### config.mk
export PLATFORM = sky130hd
export DESIGN_NAME = fib_ram_writer
export DESIGN_NICKNAME = d
export VERILOG_FILES = /design/src/rtl/fib_ram_writer.sv
export SDC_FILE = /design/constraint.sdc
export NUM_CORES = 1
export LEC_CHECK = 0
export ABC_AREA = 1
export CAP_MARGIN = 30
export CORE_MARGIN = 5
export CORE_UTILIZATION = 45
export DETAILED_ROUTE_END_ITERATION = 16
export PLACE_DENSITY_LB_ADDON = 0.12
export SLEW_MARGIN = 15
export SYNTH_ARGS = -nofsm -noshare
export SYNTH_HDL_FRONTEND = slang
export SYNTH_SLANG_ARGS = --single-unit
### constraint.sdc
create_clock -name clk -period 2 [get_ports clk]
set_input_delay 0.4 -clock clk [delete_from_list [all_inputs] [get_ports clk]]
set_output_delay 0.4 -clock clk [all_outputs]
set_load 0.005 [all_outputs]
### src/rtl/fib_ram_writer.sv
// Fibonacci table writer: fills an internal RAM with F(0)..F(DEPTH-1), mirrors each write on wr_*.
// Build option: define FIB_SAT_EN to saturate overflowing terms at 2**DW-1 instead of wrapping.
module fib_ram_writer #(
    parameter int unsigned DEPTH = 10,
    parameter int unsigned AW    = 4,
    parameter int unsigned DW    = 6
) (
    input  logic          clk,
    input  logic          rst_n,
    input  logic          start,
    output logic          busy,
    output logic          done,
    output logic          valid,
    output logic          ovf,
    output logic          wr_en,
    output logic [AW-1:0] wr_addr,
    output logic [DW-1:0] wr_data,
    input  logic [AW-1:0] rd_addr,
    output logic [DW-1:0] rd_data
);

    localparam int unsigned   MEM_WORDS = 2 ** AW;
    localparam logic [AW-1:0] LAST_IDX  = AW'(DEPTH - 1);
    localparam logic [DW-1:0] MAX_VAL   = {DW{1'b1}};

    typedef enum logic [1:0] {
        S_IDLE = 2'd0,
        S_FILL = 2'd1,
        S_DONE = 2'd2
    } state_e;

    state_e        state_q, state_d;
    logic [AW-1:0] idx_q, idx_d;
    logic [DW-1:0] cur_q, cur_d;
    logic [DW-1:0] nxt_q, nxt_d;
    logic          cur_ov_q, cur_ov_d;
    logic          nxt_ov_q, nxt_ov_d;
    logic          busy_q, busy_d;
    logic          done_q, done_d;
    logic          valid_q, valid_d;
    logic          ovf_q, ovf_d;
    logic          wr_en_q, wr_en_d;
    logic [AW-1:0] wr_addr_q, wr_addr_d;
    logic [DW-1:0] wr_data_q, wr_data_d;
    logic [DW:0]   sum_c;

    logic [DW-1:0] mem [MEM_WORDS];

    // State register
    always_ff @(posedge clk or negedge rst_n) begin
        if (!rst_n) begin
            state_q <= S_IDLE;
        end else begin
            state_q <= state_d;
        end
    end

    // Next-state logic
    always_comb begin
        state_d = state_q;
        case (state_q)
            S_IDLE:  if (start) state_d = S_FILL;
            S_FILL:  if (idx_q == LAST_IDX) state_d = S_DONE;
            S_DONE:  state_d = S_IDLE;
            default: state_d = S_IDLE;
        endcase
    end

    assign sum_c = {1'b0, cur_q} + {1'b0, nxt_q};

    // Datapath and output next values; outputs are loaded from the upcoming state
    always_comb begin
        idx_d     = idx_q;
        cur_d     = cur_q;
        nxt_d     = nxt_q;
        cur_ov_d  = cur_ov_q;
        nxt_ov_d  = nxt_ov_q;
        valid_d   = valid_q;
        ovf_d     = ovf_q;
        wr_addr_d = wr_addr_q;
        wr_data_d = wr_data_q;
        busy_d    = (state_d == S_FILL);
        done_d    = (state_d == S_DONE);
        wr_en_d   = (state_d == S_FILL);

        case (state_q)
            S_IDLE: begin
                if (start) begin
                    idx_d    = '0;
                    cur_d    = '0;
                    nxt_d    = DW'(1);
                    cur_ov_d = 1'b0;
                    nxt_ov_d = 1'b0;
                    valid_d  = 1'b0;
                    ovf_d    = 1'b0;
                end
            end
            S_FILL: begin
                idx_d    = idx_q + AW'(1);
                cur_d    = nxt_q;
                cur_ov_d = nxt_ov_q;
                nxt_ov_d = sum_c[DW];
`ifdef FIB_SAT_EN
                nxt_d    = sum_c[DW] ? MAX_VAL : sum_c[DW-1:0];
`else
                nxt_d    = sum_c[DW-1:0];
`endif
            end
            default: ;
        endcase

        if (state_d == S_DONE) valid_d = 1'b1;

        // The carry tag only counts once its term is actually written
        if (state_d == S_FILL) begin
            wr_addr_d = idx_d;
            wr_data_d = cur_d;
            ovf_d     = ovf_d | cur_ov_d;
        end
    end

    always_ff @(posedge clk or negedge rst_n) begin
        if (!rst_n) begin
            idx_q     <= '0;
            cur_q     <= '0;
            nxt_q     <= DW'(1);
            cur_ov_q  <= 1'b0;
            nxt_ov_q  <= 1'b0;
            busy_q    <= 1'b0;
            done_q    <= 1'b0;
            valid_q   <= 1'b0;
            ovf_q     <= 1'b0;
            wr_en_q   <= 1'b0;
            wr_addr_q <= '0;
            wr_data_q <= '0;
        end else begin
            idx_q     <= idx_d;
            cur_q     <= cur_d;
            nxt_q     <= nxt_d;
            cur_ov_q  <= cur_ov_d;
            nxt_ov_q  <= nxt_ov_d;
            busy_q    <= busy_d;
            done_q    <= done_d;
            valid_q   <= valid_d;
            ovf_q     <= ovf_d;
            wr_en_q   <= wr_en_d;
            wr_addr_q <= wr_addr_d;
            wr_data_q <= wr_data_d;
        end
    end

    // RAM is driven by the registered write bus, so it matches wr_* exactly
    always_ff @(posedge clk) begin
        if (wr_en_q) mem[wr_addr_q] <= wr_data_q;
    end

    assign rd_data = mem[rd_addr];
    assign busy    = busy_q;
    assign done    = done_q;
    assign valid   = valid_q;
    assign ovf     = ovf_q;
    assign wr_en   = wr_en_q;
    assign wr_addr = wr_addr_q;
    assign wr_data = wr_data_q;

endmodule
# Word-level counts from Yosys, hierarchy flattened

Memory sizes are Yosys's and may differ from the RTL's.
Index checks and enable logic that the tools add are counted.

Register bits after elaboration: 34
RAM bits: 96
Output and inout port bits: 21
Logic and storage cells: 47
Memories: 1

Memory list:

| memory | depth | width | rd ports | clocked after Yosys merged registers in | write ports | line | RTL |
|---|---|---|---|---|---|---|---|
| mem    | 16    | 6     | 1        | 0                                       | 1           | 47   | `logic [DW-1:0] mem [MEM_WORDS];` |

$add $sub $neg: 2
Eq/ne operators: 5
Muxes and demuxes: 20
Bitwise logic cells: 1
Reductions and logical operators: 6

Operators with widths:

| kind                                                                   | count |
|---|---|
| 6-bit one-hot mux with 2 select lines                                  | 2 |
| 6-bit 2-to-1 mux                                                       | 2 |
| 1-bit 2-to-1 mux                                                       | 9 |
| 4-bit one-hot mux with 2 select lines                                  | 1 |
| 6-bit by 6-bit adder with 7-bit output                                 | 1 |
| 2-bit nonzero test                                                     | 3 |
| 4-bit by 1-bit adder with 4-bit output (second input constant)         | 1 |
| 2-bit by 1-bit equality test with 1-bit output (second input constant) | 2 |
| 4-bit equality test (second input constant)                            | 1 |
| 2-bit 2-to-1 mux                                                       | 2 |
| 4-bit 2-to-1 mux                                                       | 1 |
| 1-bit one-hot mux with 2 select lines                                  | 2 |
| 2-bit one-hot mux with 2 select lines                                  | 1 |
| 2-bit AND reduction                                                    | 2 |
| 2-bit equality test (second input constant)                            | 1 |
| 2-bit zero test                                                        | 1 |
| 2-bit inequality test (second input constant)                          | 1 |
| 1-bit OR                                                               | 1 |

# Logic depth before layout (Yosys ltp)

Depth after elaboration: 6
Depth in mapped cells: 8
Mapped depth without buffers: 8

# Worst setup path before layout

OpenSTA, ideal clock, no wires.

Path kind: input to output
From: input port rd_addr[0]
To: output port rd_data[1]
Arrival time: 1.055 ns
Required time: 1.600 ns
Slack: 0.545 ns
Stages: 6
Path through: buf_6 > or2_2 > nand3_1 > nand3_1 > nand3_1 > nand2_1

Word-level cells in the longest chain between the ends: 1

Ends and longest elaborated chain:

| element            | line | RTL |
|---|---|---|
| start: declaration | 18   | `input logic [AW-1:0] rd_addr,` |
| memory 16 x 6 bit  | n/a  |  |
| end: declaration   | 19   | `output logic [DW-1:0] rd_data` |

Every way passes these cells.

# Worst setup path after layout

From: memory mem[7][5]
To: output port rd_data[5]

Word-level cells in the longest chain between the ends: 1

Ends and longest elaborated chain:

| element            | line |
|---|---|
| start: declaration | 47 |
| memory 16 x 6 bit  | n/a |

Every way passes these cells.

==> metrics.log <==
INFO  metric areaGrowthSynthToFinish = 22.49%
INFO  metric tritoncts.num_buffers = 17
INFO  metric post-route-cell-area = 0.006828 mm^2
INFO  metric chipHeight = 121.3 um
INFO  metric antenna_left = 0
INFO  metric critPathKind = reg2out
INFO  metric clock_tree.htree_level_count = 4
INFO  metric top_usage_layer = met2
INFO  metric final_core_utilization = 0.5661
INFO  metric portBuffers = 27
INFO  metric finalWeightedCongestion = 0.8720
INFO  metric grtUsageTotal = 0.1898
INFO  metric power.combinational.fraction = 0.283
INFO  metric post_synth_instance_area = 0.005574 mm^2
INFO  metric power.density_cell_area = approximately 1400 mW/mm^2
INFO  metric first_global_vias = 3,783
INFO  metric chipWidth = 121.3 um
INFO  metric cellInternalPower = about 6400 uW
INFO  metric endpoint_kind = output port
INFO  metric p_sw_frac = 0.3269
INFO  metric clock_power_share = 0.284
INFO  metric ctsLongestPathBuffers = 2
INFO  metric routed_wire_length_per_instance = 17.16 um
INFO  metric placement.cell_area = just over 0.006 mm^2
INFO  metric drcViolationCount = 0
INFO  metric met3_track_usage_gr = 0.04662
INFO  metric worstPathRequired = 1.60 ns
INFO  metric period_share = 0.9807
INFO  metric setup.worst_path.start_class = flip-flop
INFO  metric peakVddDrop = 876.9 uV
INFO  metric total_global_routing_overflow = 0
INFO  metric yosys_register_bits = 130
INFO  metric hold_buffers = 0
INFO  metric first_iter_violations = 275
INFO  metric dpl.hpwl = 8688 um
INFO  metric data_arrival_at_the_endpoint_of_the_critical_path = approximately 1.6 ns
INFO  metric gr-usage-met2 = 0.2788
INFO  metric avgSynthCellArea = approximately 11 um^2
INFO  metric grt_antenna_before_repair = 0
INFO  metric slew_violations = 0
INFO  metric min_period = 1.961 ns
INFO  metric power_leakage = 0.002806 uW
INFO  metric numClockSinks = 130
INFO  metric fin_nets = 595
INFO  metric grt_first_pass_wirelength = 20,850 um
INFO  metric core.rowCount = 40
INFO  metric clk_latency = 0.42 ns
INFO  metric p_switching = 3110 uW
INFO  metric min_path_type = in2async
INFO  metric num_antenna_cells = 0
INFO  metric final_setup_violation_count = 0
INFO  metric fp.dieArea = 0.01471 mm^2
INFO  metric timing.reg2reg.worst_path_depth = 2
INFO  metric relSlewSlack = 0.5839
INFO  metric ioPinCount = 28
INFO  metric drt_wl_total = 13,040 um
INFO  metric maximum_number_of_pins_on_one_net_before_global_route_repair = 39
INFO  metric worst_setup_hold_path_clk_slew = 0.06 ns
INFO  metric final_hold_viol_count = 0
INFO  metric setup_clock_skew_after_layout = 0.004857 ns
INFO  metric floorplan.initialDensity = 0.4621
INFO  metric total_number_of_vias = 3,906
INFO  metric synth-seq-area-share = 0.6700
INFO  metric cp_max_fo = 1
INFO  metric clk_root_buffer_cell = sky130_fd_sc_hd__clkbuf_16
INFO  metric synthesis.nets = between 500 and 600
INFO  metric synth.yosys.warnings = 0
INFO  metric core-area = 0.01206 mm^2
INFO  metric synth_cell_type_count = 31
INFO  metric grt_util_met1 = 0.2691
INFO  metric maxClockFrequency = about 500 MHz
INFO  metric maxCapViolCount = 0
INFO  metric status = complete, no violations
INFO  metric detailedRoute.firstPassIterationCount = 5
INFO  metric cts_tree = yes
INFO  metric vias_per_cell = 5.139
INFO  metric post_synth_inst_count = 523
INFO  metric grt_setup_unrepaired = true
INFO  metric p_total = 9515 uW
INFO  metric p_seq_frac = 0.433
INFO  metric layout_cells_sized_above_1 = 0.1588
INFO  metric transition_time_at_the_pin_with_the_least_slew_margin = ~0.62 ns
per-layer routing:
metal | part of all wire | vias up | routed length, um
li1 | - | 1871 | -
met1 | 0.46 | 1894 | 6007
met2 | 0.46 | 120 | 6015
met3 | 0.060 | 21 | 780
met4 | 0.018 | 0 | 241
met5 | 0 | - | 0
kinds of logic after synthesis:
kind of cell	Yosys count	share of synthesized area
simple gates	289	0.2150
buf+inv	48	0.04579
fa+ha+maj	9	0.02155
flops	130	0.6700
compound gates	46	0.04601
xor+xnor	1	0.001572
what timing repair did:
| action | 4_1_cts | 5_1_grt |
|---|---|---|
| pin swaps | 4 | 9 |
| resized for setup | 27 | 18 |
| buffers inserted | 2 | 0 |
| endpoints found under the setup margin | 6 | 6 |
| cloned | 3 | 0 |
registers in the layout (all words and copies together), names as in the netlist, 2 cells and up:
name     count
mem         96
cur_q        6
nxt_q        6
wr_data      6
idx_q        4
wr_addr      4
state_q      2
metrics by stage:
step | hold slack [ns] | cells | TNS, ns | worst slack, ns
finish | 0.3857 | 760 | 0 | 0.03854
global route | 0.4050 | 760 | -0.04247 | -0.04247
CTS | 0.3956 | 760 | -0.004290 | -0.004290
detailed placement | 0.4617 | 723 | -2.923 | -0.5400
global placement | 0.4592 | 723 | -2.812 | -0.5034
floorplan | 0.1044 | 523 | 0 | 0.5453
cells in the final DEF, fill, tap and decap left out, types with 8 or more instances in the layout:
cell type / netlist / final
sky130_fd_sc_hd__nand2_1: 152 / 152
sky130_fd_sc_hd__edfxtp_1: 96 / 96
sky130_fd_sc_hd__nor2_1: 73 / 70
sky130_fd_sc_hd__nand3_1: 49 / 42
sky130_fd_sc_hd__dfrtp_1: 33 / 33
sky130_fd_sc_hd__inv_1: 22 / 21
sky130_fd_sc_hd__o21ai_1: 18 / 21
sky130_fd_sc_hd__buf_4: 4 / 21
sky130_fd_sc_hd__clkdlybuf4s50_1: 0 / 18
sky130_fd_sc_hd__clkbuf_16: 0 / 17
sky130_fd_sc_hd__nand3_2: 1 / 8
sky130_fd_sc_hd__ha_1: 8 / 8
sky130_fd_sc_hd__buf_12: 0 / 8
worst paths after layout:
path | startpoint | endpoint | slack, ns
min in group clk | cur_ov_q | cur_ov_q | 0.47
max in group asynchronous | rst_n | nxt_q[0] | 1.28
hold reg to reg | cur_ov_q | cur_ov_q | 0.47
setup / recovery | mem[7][5] | rd_data[5] | 0.04
hold / removal | rst_n | state_q[0] | 0.39
setup reg to reg | wr_en | mem[15][1] | 0.44
worst max-delay path, cell delays in order (launching register included):
cell                              delay [ns]
sky130_fd_sc_hd__edfxtp_1               0.36
sky130_fd_sc_hd__or2_2                  0.30
sky130_fd_sc_hd__nand2_1                0.07
sky130_fd_sc_hd__nand3_2                0.08
sky130_fd_sc_hd__nand3_2                0.08
sky130_fd_sc_hd__nand2_1                0.05
sky130_fd_sc_hd__clkdlybuf4s15_1        0.20
Yosys cell counts:
| cell | n | area [um^2] |
|---|---|---|
| sky130_fd_sc_hd__a21o_1 | 1 | 7.510 |
| sky130_fd_sc_hd__a21oi_1 | 3 | 15.01 |
| sky130_fd_sc_hd__a31oi_1 | 2 | 12.51 |
| sky130_fd_sc_hd__and2_1 | 1 | 6.260 |
| sky130_fd_sc_hd__buf_1 | 2 | 7.510 |
| sky130_fd_sc_hd__buf_2 | 6 | 30.03 |
| sky130_fd_sc_hd__buf_4 | 4 | 30.03 |
| sky130_fd_sc_hd__buf_6 | 7 | 78.83 |
| sky130_fd_sc_hd__clkbuf_1 | 2 | 7.510 |
| sky130_fd_sc_hd__dfrtp_1 | 33 | 825.8 |
| sky130_fd_sc_hd__dfstp_2 | 1 | 26.28 |
| sky130_fd_sc_hd__edfxtp_1 | 96 | 2883 |
| sky130_fd_sc_hd__fa_1 | 1 | 20.02 |
| sky130_fd_sc_hd__ha_1 | 8 | 100.1 |
| sky130_fd_sc_hd__inv_1 | 22 | 82.58 |
| sky130_fd_sc_hd__inv_2 | 5 | 18.77 |
| sky130_fd_sc_hd__nand2_1 | 152 | 570.6 |
| sky130_fd_sc_hd__nand2_2 | 2 | 12.51 |
| sky130_fd_sc_hd__nand2_4 | 2 | 22.52 |
| sky130_fd_sc_hd__nand3_1 | 49 | 245.2 |
| sky130_fd_sc_hd__nand3_2 | 1 | 10.01 |
| sky130_fd_sc_hd__nand3b_1 | 1 | 7.510 |
| sky130_fd_sc_hd__nand4_1 | 1 | 6.260 |
| sky130_fd_sc_hd__nor2_1 | 73 | 274.0 |
| sky130_fd_sc_hd__o211ai_1 | 6 | 45.04 |
| sky130_fd_sc_hd__o21ai_0 | 11 | 55.05 |
| sky130_fd_sc_hd__o21ai_1 | 18 | 90.09 |
| sky130_fd_sc_hd__o22ai_1 | 5 | 31.28 |
| sky130_fd_sc_hd__or2_0 | 4 | 25.02 |
| sky130_fd_sc_hd__or2_2 | 3 | 18.77 |
| sky130_fd_sc_hd__xnor2_1 | 1 | 8.760 |
layout make-up:
cell class,count,area [um^2]
sequential,130,3735
clock buffer,21,460.4
multi-input combinational,345,1630
clock inverter,11,65.06
timing repair buffer,57,609.3
inverter,27,110.1
fill,1055,5234
tap,168,210.2
timing repair inverter,1,7.507
power groups by stage:
| stage | logic (uW) | registers [uW] | clock network [uW] |
|---|---|---|---|
| final | 2690 | 4120 | 2710 |
| after global routing | 3030 | 4190 | 2880 |
| after CTS | 2710 | 4120 | 2750 |
| after detailed placement | 2660 | 4170 | 0 |
| after global placement | 2640 | 4160 | 0 |
| after floorplan | 1500 | 4200 | 0 |
(Power assumes the default switching activity.)
